`config.mk`:
```
export PLATFORM = sky130hd
export DESIGN_NAME = rd_empty_ctrl
export DESIGN_NICKNAME = d
export VERILOG_FILES = /design/src/rtl/fifo_pkg.sv /design/src/rtl/sync_2ff.sv /design/src/rtl/rd_empty_ctrl.sv
export SDC_FILE = /design/constraint.sdc
export NUM_CORES = 1
export LEC_CHECK = 0
export BUFFER_PORTS_ARGS = -buffer_cell sky130_fd_sc_hd__buf_2
export CORE_MARGIN = 2
export CORE_UTILIZATION = 55
export CTS_BUF_LIST = sky130_fd_sc_hd__clkbuf_2
export CTS_CLUSTER_DIAMETER = 30
export DETAILED_ROUTE_END_ITERATION = 16
export PLACE_DENSITY = 0.82
export SLEW_MARGIN = 20
export SYNTH_ARGS = -nofsm -noshare
export SYNTH_HDL_FRONTEND = slang
export SYNTH_SLANG_ARGS = --single-unit
```
`constraint.sdc`:
```
create_clock -name Clk -period 4.9 [get_ports Clk]
set_input_delay 0.49 -clock Clk [delete_from_list [all_inputs] [get_ports Clk]]
set_output_delay 0.49 -clock Clk [all_outputs]
set_load 0.05 [all_outputs]
```
`src/rtl/fifo_pkg.sv`:
```
// Pointer helpers shared by the read-side empty and write-side full logic of the async FIFO.
package fifo_pkg;

    localparam int MAX_PTR_W = 32;

    typedef logic [MAX_PTR_W-1:0] ptr_word_t;

    // Pointers carry one extra MSB beyond the address so full and empty can be told apart.
    function automatic int ptr_width(input int addr_w);
        return addr_w + 1;
    endfunction

    function automatic ptr_word_t bin2gray(input ptr_word_t b);
        return (b >> 1) ^ b;
    endfunction

    // Zero upper bits contribute nothing to the prefix XOR, so callers may zero-extend and truncate.
    function automatic ptr_word_t gray2bin(input ptr_word_t g);
        ptr_word_t b;
        b[MAX_PTR_W-1] = g[MAX_PTR_W-1];
        for (int i = MAX_PTR_W - 2; i >= 0; i--) begin
            b[i] = b[i+1] ^ g[i];
        end
        return b;
    endfunction

endpackage

```
`src/rtl/sync_2ff.sv`:
```
// Two-flop synchronizer for a Gray-coded pointer crossing clock domains; both stages reset to 0.
module sync_2ff #(
    parameter int WIDTH = 5
) (
    input  logic             clk_i,
    input  logic             rst_i,
    input  logic [WIDTH-1:0] d_i,
    output logic [WIDTH-1:0] q_o
);

    logic [WIDTH-1:0] stage1_q;
    logic [WIDTH-1:0] stage2_q;

    always_ff @(posedge clk_i) begin
        if (rst_i) begin
            stage1_q <= '0;
            stage2_q <= '0;
        end else begin
            stage1_q <= d_i;
            stage2_q <= stage1_q;
        end
    end

    assign q_o = stage2_q;

endmodule

```
`src/rtl/rd_empty_ctrl.sv`:
```
// Read-side pointer and registered empty flag of the async FIFO.
// Optional almost-empty / occupancy outputs are built when RD_ALMOST_EMPTY_EN is defined.
module rd_empty_ctrl
    import fifo_pkg::*;
#(
    parameter int a_width = 4
`ifdef RD_ALMOST_EMPTY_EN
    , parameter int AE_THRESH = 2
`endif
) (
    input  logic               Clk,
    input  logic               Reset,
    input  logic               rd_en,
    input  logic [a_width:0]   wr_ptr,
    output logic [a_width:0]   rd_ptr,
    output logic [a_width-1:0] rd_addr,
    output logic               empty_flag
`ifdef RD_ALMOST_EMPTY_EN
    ,
    output logic               almost_empty,
    output logic [a_width:0]   rd_level
`endif
);

    localparam int PTR_W = ptr_width(a_width);

    logic [PTR_W-1:0] wr_syn_ptr;
    logic [PTR_W-1:0] rd_bin_q, rd_bin_d;
    logic [PTR_W-1:0] rd_ptr_q, rd_ptr_d;
    logic             empty_q, empty_d;
    logic             rd_accept;

    sync_2ff #(.WIDTH(PTR_W)) u_wr_sync (
        .clk_i (Clk),
        .rst_i (Reset),
        .d_i   (wr_ptr),
        .q_o   (wr_syn_ptr)
    );

    // Empty is judged on the post-read pointer so the last read sets the flag on its own edge.
    always_comb begin
        rd_accept = rd_en & ~empty_q;
        rd_bin_d  = rd_bin_q + PTR_W'(rd_accept);
        rd_ptr_d  = PTR_W'(bin2gray(ptr_word_t'(rd_bin_d)));
        empty_d   = (rd_ptr_d == wr_syn_ptr);
    end

    always_ff @(posedge Clk) begin
        if (Reset) begin
            rd_bin_q <= '0;
            rd_ptr_q <= '0;
            empty_q  <= 1'b1;
        end else begin
            rd_bin_q <= rd_bin_d;
            rd_ptr_q <= rd_ptr_d;
            empty_q  <= empty_d;
        end
    end

    assign rd_ptr     = rd_ptr_q;
    assign rd_addr    = rd_bin_q[a_width-1:0];
    assign empty_flag = empty_q;

`ifdef RD_ALMOST_EMPTY_EN
    logic [PTR_W-1:0] wr_syn_bin;
    logic [PTR_W-1:0] level_d, level_q;
    logic             ae_d, ae_q;

    always_comb begin
        wr_syn_bin = PTR_W'(gray2bin(ptr_word_t'(wr_syn_ptr)));
        level_d    = wr_syn_bin - rd_bin_d;
        ae_d       = (level_d <= PTR_W'(AE_THRESH));
    end

    always_ff @(posedge Clk) begin
        if (Reset) begin
            level_q <= '0;
            ae_q    <= 1'b1;
        end else begin
            level_q <= level_d;
            ae_q    <= ae_d;
        end
    end

    assign rd_level     = level_q;
    assign almost_empty = ae_q;
`endif

endmodule

```
==> impl_metrics.tcl <==
set metrics [dict create \
    outcome "finished clean" \
    rsz0062_at_grt "no" \
    fillers 116 \
    dp_hpwl_um 759 \
    slew_headroom 0.776 \
    ir_drop_mv 0.167 \
    yosysWarnings 0 \
    fin_crit_ns 1.91 \
    port_buffers 17 \
    place_congestion 0.691 \
    yosys.area.top_type "dfxtp_1" \
    antenna_found_initial 0 \
    die_w_um 40.5 \
    finalHoldViolCount 0 \
    drc 0 \
    timing.fmax_mhz 523 \
    totalWireLength_um 1030 \
    die_y_um 40.5 \
    h-tree-depth 1 \
    crit_arrival_ns 2.13 \
    grt-busiest-layer "met2" \
    grt_use_met2 0.302 \
    grt_max_degree 20 \
    clk_path_buf_depth 2 \
    grt.overflow.total 0 \
    synth_top_area_frac 0.547 \
    worstReg2RegStart "empty_flag" \
    syn_nets 79 \
    required_ns 5.11 \
    cts_sinks 20 \
    post_cts_resized 0 \
    vias_per_cell 4.94 \
    finalNetCount 99 \
    min_from "wr_ptr[3]" \
    grtUsageTotal 0.164 \
    hold_path_end "u_wr_sync.stage1_q[3]" \
    placeableCoreArea_mm2 0.00127 \
    wl_per_cell_um 10.0 \
    drive_gt1_frac 0.264 \
    hold_class "in -> reg" \
    grt_pass1_wl_um 1730 \
    cp-end-kind "register" \
    antenna_cells 0 \
    drv_cap 0 \
    syn_inst 69 \
    clock_skew_ns 0.00262 \
    clock_latency_ns 0.29 \
    whs_ns 0.396 \
    setup_viol_count_final 0 \
    synthTopCellsByArea "dfxtp_1 (55%), nor2b_1 (12%), xnor2_1 (9.6%)" \
    startpoint_type "register" \
    whs_path_depth 2 \
    power.leakage_uw 0.000396 \
    post_cts_buffers 0 \
    slowest_stage "dfxtp_1" \
    tightest_slew_ns 0.335 \
    r2r_cells 8 \
    powerDensity_mw_per_mm2 324 \
    vias 504 \
    drtIter0Drc 3 \
    cts-root-buf "clkbuf_2" \
    yosysSeqAreaShare 0.547 \
    syn_area_per_cell_um2 10.6 \
    grt_pass1_vias 484 \
    dieArea_mm2 0.00164 \
    yosysUniqueCellTypes 16 \
    final-max-slew-violation-count 0 \
    io_pins 18 \
    r2r_setup_slack_ns 2.99 \
    gr-usage-met3 0.0333 \
    placementRows 13 \
    synthesis.area_um2 732 \
    cpLargestDelayFamily "adder cells" \
    post-route-period-util 0.390 \
    critPathBufInv 0 \
    start_util 0.577 \
    crit_chain "nor2b_1 -> ha_1 -> ha_1 -> nand3_1 -> xor2_1 -> nor2b_1 -> a22oi_1 -> o31ai_2" \
    tns_ns 0 \
    area.growth.synth_to_final_pct 15.2 \
    ant_nets 0 \
    path_clk_slew_ns 0.16 \
    dr.pass1.iters 4 \
    critPathKind "reg -> reg" \
    cts_inserted_buffers 3 \
    path_max_fanout 4 \
    met1_usage 0.166 \
    cp_slowest_stage_delay_ns 0.34 \
    r2r-end "empty_flag" \
    crit_start "empty_flag" \
    cts_tree "built" \
    hold_buffers 0 \
    ys_ff_latch 20 \
]
-- where the power goes --
part	total [uW]	switching (uW)	leakage, uW	internal [uW]
clock network	59.7	43.0	0.0000125	16.7
logic	40.7	26.3	0.000219	14.4
registers	173	2.54	0.000164	170
-- worst reg2reg max path: cells and delay by family (launching register included) --
family / cells / cell delay (ns)
AND/OR/NAND/NOR: 3 / 0.40
adder cells (fa/ha/maj): 2 / 0.45
XOR/XNOR: 1 / 0.31
flip-flops: 1 / 0.34
AO/OA/AOI/OAI: 2 / 0.34
-- registers in the layout, indices dropped and copies added (netlist names) --
name and count:
u_wr_sync.stage1_q 5, rd_ptr 4, rd_bin_q 5, u_wr_sync.q_o 5, empty_flag 1
-- how the worst max path moves through the flow --
stage	endpoint	slack (ns)	depth (start not counted)
2_1_floorplan	empty_flag	2.83	8
6_report	empty_flag	2.99	8
3_5_place_dp	empty_flag	2.71	9
5_1_grt	empty_flag	2.77	8
3_3_place_gp	empty_flag	2.75	9
4_1_cts	empty_flag	2.98	8
-- per-stage QoR --
step            util  cells  area, um^2  power, uW  setup WS [ns]
6_report       0.665    102         843        273           2.99
3_3_place_gp   0.653     99         828        216           2.75
2_1_floorplan      -     69         732        208           2.83
3_5_place_dp   0.653     99         828        217           2.71
4_1_cts        0.665    102         843        276           2.98
5_1_grt        0.665    102         843        288           2.77
-- layer usage --
metal | up-vias | wire [um]
met5 | - | 0
met4 | 0 | 15
met3 | 2 | 64
met2 | 16 | 523
met1 | 233 | 422
li1 | 253 | -
-- placed cells by master (no fill, tap or decap), drive strengths merged --
cell     n
o31ai    1
inv      1
and2     1
nor2     8
nand2    2
xor2     5
a22oi    1
dfxtp   20
clkbuf   3
nand3    2
ha       2
xnor2    8
nor3     1
nor2b   14
buf     17
and3     1
-- final cells by class --
class | instances | area [um^2] | share of cell area
sequential | 20 | 400 | 0.475
timing repair buffer | 17 | 85.1 | 0.101
tap | 15 | 18.8 | 0.0223
clock buffer | 3 | 15.0 | 0.0178
inverter | 1 | 3.75 | 0.00445
multi-input combinational | 46 | 320 | 0.380
-- Yosys cell counts (all sizes together) --
master,number
a22oi,1
and2,1
and3,1
clkbuf,2
dfxtp,20
ha,2
inv,1
nand2,2
nand3,2
nor2,8
nor2b,14
nor3,1
o31ai,1
xnor2,8
xor2,5
-- kinds of logic (layout without fill, tap and decap cells) --
logic type                 count (synthesis)  in the layout  share of synthesized area
DFF                                       20             20                      0.547
adders and majority gates                  2              2                     0.0342
AOI/OAI and AO/OA                          2              2                     0.0274
and+or+nand+nor                           29             29                      0.210
xor gates and xnor gates                  13             13                      0.166
buffers and inverters                      3             21                     0.0154
Power figures use the tool's default switching activity.
